**src/rtl/snake_pkg.sv**
```systemverilog
// Direction encoding shared by the direction controller, game engine and renderer.
// Headings are 2-bit; the reverse of a heading is the heading with bit 1 flipped.
package snake_pkg;

  typedef logic [1:0] dir_t;

  localparam dir_t DIR_UP    = 2'd0;
  localparam dir_t DIR_RIGHT = 2'd1;
  localparam dir_t DIR_DOWN  = 2'd2;
  localparam dir_t DIR_LEFT  = 2'd3;

  function automatic dir_t opposite(input dir_t dir);
    return dir ^ 2'b10;
  endfunction

endpackage

```
**src/rtl/rise_edge_detect.sv**
```systemverilog
// Rising-edge detector: pulse is combinational in the cycle the input rises.
// The previous-level flop resets to 1 so a level held through reset never fires.
module rise_edge_detect (
  input  logic clk,
  input  logic reset,
  input  logic in,
  output logic pulse
);

  logic prev_q;

  always_ff @(posedge clk or negedge reset) begin
    if (!reset) prev_q <= 1'b1;
    else        prev_q <= in;
  end

  assign pulse = in & ~prev_q;

endmodule

```
**src/rtl/snake_direction_ctrl.sv**
```systemverilog
// Snake heading controller: edge-detects buttons, filters no-op/reversal turns, buffers up to 2 turns.
// Push visible next cycle; a tick pops one turn into direction next cycle; a full queue drops and pulses.
module snake_direction_ctrl
  import snake_pkg::*;
#(
  parameter dir_t RESET_DIR = DIR_RIGHT,
  parameter int   QDEPTH    = 2
) (
  input  logic       clk,
  input  logic       reset,
  input  logic       btn_up,
  input  logic       btn_down,
  input  logic       btn_left,
  input  logic       btn_right,
  input  logic       game_tick,
  input  logic       restart,
  output dir_t       direction,
  output logic       turn_pulse,
  output logic [1:0] queue_count,
  output logic       drop_pulse
);

  localparam logic [1:0] QFULL = 2'(QDEPTH);

  logic press_up, press_down, press_left, press_right;

  rise_edge_detect u_up    (.clk(clk), .reset(reset), .in(btn_up),    .pulse(press_up));
  rise_edge_detect u_down  (.clk(clk), .reset(reset), .in(btn_down),  .pulse(press_down));
  rise_edge_detect u_left  (.clk(clk), .reset(reset), .in(btn_left),  .pulse(press_left));
  rise_edge_detect u_right (.clk(clk), .reset(reset), .in(btn_right), .pulse(press_right));

  dir_t       dir_q, dir_d;
  dir_t [1:0] q_q, q_d;
  logic       head_q, head_d;
  logic [1:0] count_q, count_d;
  logic       turn_q, turn_d;
  logic       drop_q, drop_d;

  logic req_vld, turn_vld, pop, push, drop;
  dir_t req_dir, ref_dir;
  logic tail_idx, wr_idx;

  always_comb begin
    req_vld = 1'b1;
    req_dir = DIR_UP;
    if (press_up)         req_dir = DIR_UP;
    else if (press_down)  req_dir = DIR_DOWN;
    else if (press_left)  req_dir = DIR_LEFT;
    else if (press_right) req_dir = DIR_RIGHT;
    else                  req_vld = 1'b0;
  end

  // Last queued entry sits at head+count-1; the next free slot at head+count.
  // With a full queue and a pop, the free slot is the head being popped.
  assign tail_idx = head_q ^ (count_q == QFULL);
  assign wr_idx   = head_q ^ count_q[0];
  assign ref_dir  = (count_q != 2'd0) ? q_q[tail_idx] : dir_q;

  assign turn_vld = req_vld && (req_dir != ref_dir) && (req_dir != opposite(ref_dir));
  assign pop      = game_tick && (count_q != 2'd0);
  assign push     = turn_vld && ((count_q != QFULL) || pop);
  assign drop     = turn_vld && (count_q == QFULL) && !pop;

  always_comb begin
    dir_d   = dir_q;
    q_d     = q_q;
    head_d  = head_q;
    count_d = count_q;
    turn_d  = 1'b0;
    drop_d  = 1'b0;
    if (restart) begin
      dir_d   = RESET_DIR;
      head_d  = 1'b0;
      count_d = 2'd0;
    end else begin
      if (pop) begin
        dir_d  = q_q[head_q];
        turn_d = (q_q[head_q] != dir_q);
        head_d = ~head_q;
      end
      if (push) q_d[wr_idx] = req_dir;
      count_d = count_q + {1'b0, push} - {1'b0, pop};
      drop_d  = drop;
    end
  end

  always_ff @(posedge clk or negedge reset) begin
    if (!reset) begin
      dir_q   <= RESET_DIR;
      q_q     <= {RESET_DIR, RESET_DIR};
      head_q  <= 1'b0;
      count_q <= 2'd0;
      turn_q  <= 1'b0;
      drop_q  <= 1'b0;
    end else begin
      dir_q   <= dir_d;
      q_q     <= q_d;
      head_q  <= head_d;
      count_q <= count_d;
      turn_q  <= turn_d;
      drop_q  <= drop_d;
    end
  end

  assign direction   = dir_q;
  assign turn_pulse  = turn_q;
  assign queue_count = count_q;
  assign drop_pulse  = drop_q;

endmodule

```
**config.mk**
```make
export PLATFORM = sky130hd
export DESIGN_NAME = snake_direction_ctrl
export DESIGN_NICKNAME = d
export VERILOG_FILES = /design/src/rtl/snake_pkg.sv /design/src/rtl/rise_edge_detect.sv /design/src/rtl/snake_direction_ctrl.sv
export SDC_FILE = /design/constraint.sdc
export NUM_CORES = 1
export LEC_CHECK = 0
export BUFFER_PORTS_ARGS = -buffer_cell sky130_fd_sc_hd__buf_2
export CAP_MARGIN = 20
export CORE_MARGIN = 2
export CORE_UTILIZATION = 54
export CTS_CLUSTER_DIAMETER = 30
export DETAILED_ROUTE_END_ITERATION = 8
export PLACE_DENSITY_LB_ADDON = 0.2
export SYNTH_ARGS = -nofsm -noshare
export SYNTH_HDL_FRONTEND = slang
export SYNTH_SLANG_ARGS = --single-unit
```
**constraint.sdc**
```tcl
create_clock -name clk -period 2.4 [get_ports clk]
set_input_delay 0.48 -clock clk [delete_from_list [all_inputs] [get_ports clk]]
set_output_delay 0.48 -clock clk [all_outputs]
set_load 0.1 [all_outputs]
```
==> summary.txt, run 1 <==
Clocking
  • Htree depth: 1
  • CTS Buffer Depth: 2
  • Root buffer cell: clkbuf_4
  • Sinks on Clock Net: 15
  • Clock slew at reported path FFs: about 0.09 ns
  • CTS tree: done
  • Worst-skew pair later-pin latency: roughly 0.28 ns
  • CTS Buf Count: 3

Status
  • Status: complete, no violations

Critical path
  • Slowest stage cell, crit path: dfrtp_1
  • Critical path's top delay family: multiplexers
  • Buf/Inv on CP: 1
  • Setup CP Type: reg2reg
  • CP startpoint kind: flip-flop
  • Critical Path Max Stage Delay: ~0.43 ns
  • Crit path top cell by count: ha_1
  • Crit path cell chain: mux2_4, a21oi_4, mux2i_2, o21ai_0, ha_1, inv_1, ha_1, xnor2_1, nor2_1
  • Worst setup EP type: flip-flop
  • CP Max Fanout: 6
  • Crit path DAT: roughly 2.4 ns
  • Req. time, crit path: 2.57 ns

Drt
  • Drt first pass iters: 4
  • DR vias/cell: approximately 5.3
  • Antenna viol nets, final: 0
  • Wirelength per Cell: around 13 um
  • Routed wire length: 1520 um
  • Initial DRC count: 9
  • Vias: around 630
  • DRC violation count after routing: 0

Final layout
  • Total inserted antenna cells: 0
  • Core Util, Final: 0.669
  • Design Area, Final: 1010 um^2
  • NumNets Final: ~110
  • Share of post-route cells with drive strength above 1: 0.406
  • Area growth, synth to finish: 16.1%

Power and ir drop
  • LEAKAGE: between 0.4 and 0.5 nW
  • Pwr/cell area: 1290 nW/um^2
  • Pwr Total: 1.30 mW
  • Peak supply drop: 0.799 mV

Logic synthesis
  • Synth Instances: ~80
  • FFs w/ async S/R, synth: 1.00
  • Area leader, netlist: dfrtp_1
  • Cell with the most instances after synthesis: nor2_1
  • Top_reg_cell synth: dfrtp_1
  • Top cell type's share of synthesized area: 0.231
  • Area contributors post-synth: dfrtp_1, dfstp_2, mux2i_1
  • Avg Inst Size Synth: approximately 11 um^2
  • Warnings, synthesis: 0
  • Net Count, Synth: between 90 and 100
  • FF+latch count, synth: 15
  • Post-synth EDFFs: 0
  • Cell Area, Synth: a little under 900 um^2
  • Distinct cells, synth: 32
  • Post-synthesis sequential area ratio: 0.442
  • Post-synth top cells: nor2_1, dfrtp_1, dfstp_2

Timing
  • Slew Limit Fails: 0
  • Worst Setup Slack, final: ~0.18 ns
  • RSZ-0062 raised after global routing: no
  • Maximum clock rate: approximately 450 MHz
  • Clk_skew: roughly 0.0066 ns
  • Slew at the pin with the worst max-slew slack: slightly below 0.5 ns
  • Final Critical Period: 2.22 ns
  • Setup TNS: 0 ns
  • Max-slew headroom: 0.680
  • Final Cycle Share: 0.926
  • Final setup fails: 0
  • Final Hold Viols: 0

Placed design
  • IO buf count: 13
  • Placed Area: 948 um^2
  • Final RePlAce weighted congestion: 0.793
  • Dpl hpwl: about 1100 um
  • Place WS: 0.0947 ns

GRT
  • Initial antenna violation count: 0
  • GRT Overall Usage: 0.189
  • Number of global-route vias before repair: approximately 620
  • Largest net degree at the start of global routing: 16
  • Global-route wire length before repair: approximately 2700 um
  • Grt total ovfl: 0

Floorplan
  • Core area: between 1500 and 2000 um^2
  • Initial Util: 0.576
  • I/O Pins: 14
  • Die H: 44.1 um
  • DIE AREA: 1940 um^2
  • Num rows: 14
  • Die Wd: 44.1 um

Min path
  • Hold Path Class: in2async

Run
  • # Max-Cap Violations: 0
## report_power, final
group	internal, mW	switching, mW	leakage [nW]	total (mW)
clock	0.0645	0.0795	0.0150	0.144
combinational	0.293	0.464	0.280	0.758
sequential	0.325	0.0724	0.173	0.397
## stage by stage
step	cells	hold slack, ns
2_1_floorplan	82	0.184
3_3_place_gp	110	0.393
3_5_place_dp	110	0.402
4_1_cts	114	0.0965
5_1_grt	117	0.0985
6_report	117	0.0822
## state kept, by name (all words and copies together) (netlist names)
| name | cells |
|---|---|
| head_q | 1 |
| drop_pulse | 1 |
| u_down.prev_q | 1 |
| u_left.prev_q | 1 |
| turn_pulse | 1 |
| u_right.prev_q | 1 |
| direction | 2 |
| queue_count | 2 |
| u_up.prev_q | 1 |
| q_q | 4 |
## layout make-up
| type | count | area, um^2 |
|---|---|---|
| Tap cell | 16 | 20.0 |
| Multi-Input combinational cell | 60 | 458 |
| Sequential cell | 15 | 387 |
| Timing Repair Buffer | 18 | 103 |
| Fill cell | 128 | 498 |
| Inverter | 4 | 15.0 |
| Clock buffer | 4 | 26.3 |
## layout by cell type (no fill, tap or decap), drive strengths merged
cell	synthesis	final
buf	2	18
nor2	10	10
dfrtp	8	8
dfstp	7	7
a21oi	6	6
nor2b	6	6
mux2i	5	5
nand2b	4	4
inv	4	4
clkbuf	1	4
xor2	3	3
o21ai	3	3
xnor2	2	2
or2	2	2
or3b	2	2
o221ai	2	2
o21a	2	2
o22a	2	2
ha	2	2
a211oi	2	2
and2	2	2
mux2	1	1
nor4b	1	1
nor3	1	1
and2b	1	1
a211o	1	1
## kinds of logic after synthesis
| group | after synthesis | synth area share |
|---|---|---|
| buffers and inverters | 7 | 0.0432 |
| DFF | 15 | 0.442 |
| muxes | 6 | 0.0749 |
| and+or+nand+nor | 29 | 0.202 |
| AOI/OAI and AO/OA | 18 | 0.158 |
| adders and majority gates | 2 | 0.0288 |
| xor gates and xnor gates | 5 | 0.0504 |
## worst register-to-register path, cell delays in order (launching register included)
cell	delay (ns)
dfrtp_1	0.43
mux2_4	0.35
a21oi_4	0.23
mux2i_2	0.26
o21ai_0	0.13
ha_1	0.29
inv_1	0.04
ha_1	0.17
xnor2_1	0.16
nor2_1	0.05
## final timing paths
check | start | end | slack (ns) | cells after the start
max | head_q | queue_count[1] | 0.18 | 9
min | reset | q_q[1] | 0.08 | 1
max reg2reg | head_q | queue_count[1] | 0.18 | 9
min reg2reg | q_q[2] | q_q[2] | 0.56 | 1
max in group asynchronous | reset | u_left.prev_q | 2.01 | 1
min in group clk | btn_right | u_right.prev_q | 0.30 | 1
## repair_timing
action,in CTS,in global routing
gates resized for setup,0,3
endpoints found under the setup margin,0,2
setup buffers,0,3
hold buffers,0,0
## routing by layer
| layer | vias up | share of wire | global-route usage |
|---|---|---|---|
| met3 | 2 | 0.030 | 0.0490 |
| met1 | 291 | 0.50 | 0.256 |
| met2 | 10 | 0.46 | 0.300 |
| met5 | - | 0 | 0 |
| met4 | 0 | 0.016 | 0.0545 |
| li1 | 322 | - | - |
Power figures use the tool's default switching activity.
==> run 2, diff against run 1 <==
--- a/config.mk
+++ b/config.mk
@@ -12,6 +12,8 @@
 export CTS_CLUSTER_DIAMETER = 30
 export DETAILED_ROUTE_END_ITERATION = 8
 export PLACE_DENSITY_LB_ADDON = 0.2
+export RECOVER_POWER = 100
 export SYNTH_ARGS = -nofsm -noshare
 export SYNTH_HDL_FRONTEND = slang
 export SYNTH_SLANG_ARGS = --single-unit
+export TNS_END_PERCENT = 20
==> run 2 against run 1 <==
Effect of this change:
- cell count unchanged
- setup slack got worse by 0.0031 ns
- hold slack improved by 0.17 ns
- critical path depth unchanged
- via count decreased by 1.3%
- count of clock-buffer cells in the layout unchanged
- sequential share of layout area increased by 0.53 points
- register-to-register slack about the same
- critical endpoint unchanged
- core utilization decreased by 0.91 points
- sequential power about the same
- clock power about the same
==> summary.txt, run 2 (synthesis gave the netlist of run 1 again) <==
Status
  • Status: complete, no violations

Critical path
  • Crit path top cell by count: ha_1
  • Buf/Inv on CP: 1
  • Worst setup EP type: flip-flop
  • Crit path cell chain: mux2_4, a21oi_4, mux2i_2, o21ai_0, ha_1, inv_1, ha_1, xnor2_1, nor2_1
  • Setup CP Type: reg2reg
  • CP startpoint kind: flip-flop
  • Req. time, crit path: around 2.6 ns
  • Critical Path Max Stage Delay: about 0.43 ns
  • CP Max Fanout: 6
  • Crit path DAT: roughly 2.4 ns
  • Slowest stage cell, crit path: dfrtp_1
  • Critical path's top delay family: multiplexers

Final layout
  • Area growth, synth to finish: 14.6%
  • NumNets Final: roughly 110
  • Share of post-route cells with drive strength above 1: 0.317
  • Core Util, Final: 0.660
  • Most frequent cells in the layout: nor2_1, clkbuf_1, dfstp_2, dfrtp_1, a21oi_1
  • Top reg by flops: q_q
  • Final std cells w/o fill: between 100 and 150
  • Total inserted antenna cells: 0
  • Fillers: between 100 and 150
  • Max reg flops: 4

GRT
  • GRT Overall Usage: 0.189
  • Global-route wire length before repair: between 2000 and 3000 um
  • Grt total ovfl: 0
  • Initial antenna violation count: 0
  • Largest net degree at the start of global routing: 16
  • Number of global-route vias before repair: around 620

Timing
  • RSZ-0062 raised after global routing: no
  • Clk_skew: roughly 0.0054 ns
  • Final Hold Viols: 0
  • Final Critical Period: between 2 and 2.5 ns
  • Slew Limit Fails: 0
  • Max-slew headroom: 0.231
  • Setup TNS: 0 ns
  • Final Cycle Share: 0.927
  • Hold WS: around 0.25 ns
  • Final setup fails: 0
  • Slew at the pin with the worst max-slew slack: about 1.2 ns
  • Maximum clock rate: ~450 MHz

Drt
  • Antenna viol nets, final: 0
  • Routed wire length: around 1500 um
  • Drt first pass iters: 4
  • Wirelength per Cell: 13.1 um
  • Max layer used: met4
  • WL met2: between 600 and 700 um
  • Vias: ~620
  • DRC violation count after routing: 0
  • Routed length on met3: roughly 45 um
  • Initial DRC count: 7
  • WL met1: around 770 um
  • DR vias/cell: roughly 5.3

Power and ir drop
  • LEAKAGE: around 0.43 nW
  • Sw frac: 0.479
  • Internal: around 0.67 mW
  • Pwr/cell area: 1290 nW/um^2
  • Comb power frac: 0.580
  • Seq pwr share: 0.309
  • NetSw: 0.615 mW
  • Peak supply drop: ~0.78 mV
  • Clk pwr share: 0.111
  • Pwr Total: between 1 and 1.5 mW

Clocking
  • Clock slew at reported path FFs: about 0.090 ns
  • Htree depth: 1
  • Worst-skew pair later-pin latency: 0.28 ns
  • CTS Buffer Depth: 2
  • Sinks on Clock Net: 15
  • Root buffer cell: clkbuf_4
  • CTS Buf Count: 3
  • CTS tree: done
  • Hold buffers post-CTS: 0

Floorplan
  • I/O Pins: 14
  • Initial Util: 0.576
  • DIE AREA: approximately 1900 um^2
  • Num rows: 14
  • Die Wd: 44.1 um
  • Core area: ~1500 um^2
  • Die H: about 44 um

Placed design
  • IO buf count: 13
  • Cells after DPL: 110
  • Final RePlAce weighted congestion: about 0.8
  • Dpl hpwl: roughly 1100 um

Run
  • # Max-Cap Violations: 0

Min path
  • Hold Path Class: in2async
==> run 2: cell types whose count changed in the layout (fill, tap and decap cells not counted) <==
cell / previous run / this run
clkbuf_2: 0 / 2
or2_0: 0 / 2
clkbuf_1: 1 / 10
or2_1: 2 / 0
o21ai_1: 1 / 0
buf_2: 13 / 3
o21ai_0: 2 / 3
buf_4: 5 / 4
==> run 2: layout make-up <==
type                            instances  area [um^2]  area share
Inverter                                4         15.0      0.0151
Multi-Input combinational cell         60          458       0.460
Timing Repair Buffer                   18         88.8      0.0893
Tap cell                               16         20.0      0.0201
Sequential cell                        15          387       0.389
Clock buffer                            4         26.3      0.0264
==> run 2: final timing paths <==
kind	from	end	slack [ns]	cells past startpoint
setup / recovery	head_q	queue_count[1]	0.17	9
hold / removal	reset	q_q[1]	0.25	1
setup reg to reg	head_q	queue_count[1]	0.17	9
hold reg to reg	q_q[2]	q_q[2]	0.56	1
max in group asynchronous	reset	queue_count[0]	1.59	1
min in group clk	btn_up	u_up.prev_q	0.28	1
==> run 2: through the flow <==
step	cell area, um^2	setup slack (ns)
floorplan	871	0.0175
global placement	948	0.0999
detailed placement	948	0.0947
CTS	975	0.0687
global route	995	0.00678
finish	995	0.175
==> run 2: what timing repair did <==
action / in CTS / in global routing
setup endpoints to repair: 0 / 2
resized for setup: 0 / 3
setup buffers: 0 / 3
==> run 2: per-layer routing <==
| metal | global-route usage | up-vias |
|---|---|---|
| li1 | - | 321 |
| met1 | 0.256 | 284 |
| met2 | 0.300 | 10 |
| met3 | 0.0490 | 2 |
| met4 | 0.0545 | 0 |
| met5 | 0 | - |
==> run 2: power groups by stage <==
stage | logic [mW] | registers (mW) | clock network [mW]
global route | 0.803 | 0.407 | 0.159
floorplan | 0.409 | 0.573 | 0
detailed placement | 0.684 | 0.402 | 0
finish | 0.745 | 0.397 | 0.143
global placement | 0.666 | 0.398 | 0
CTS | 0.688 | 0.398 | 0.149
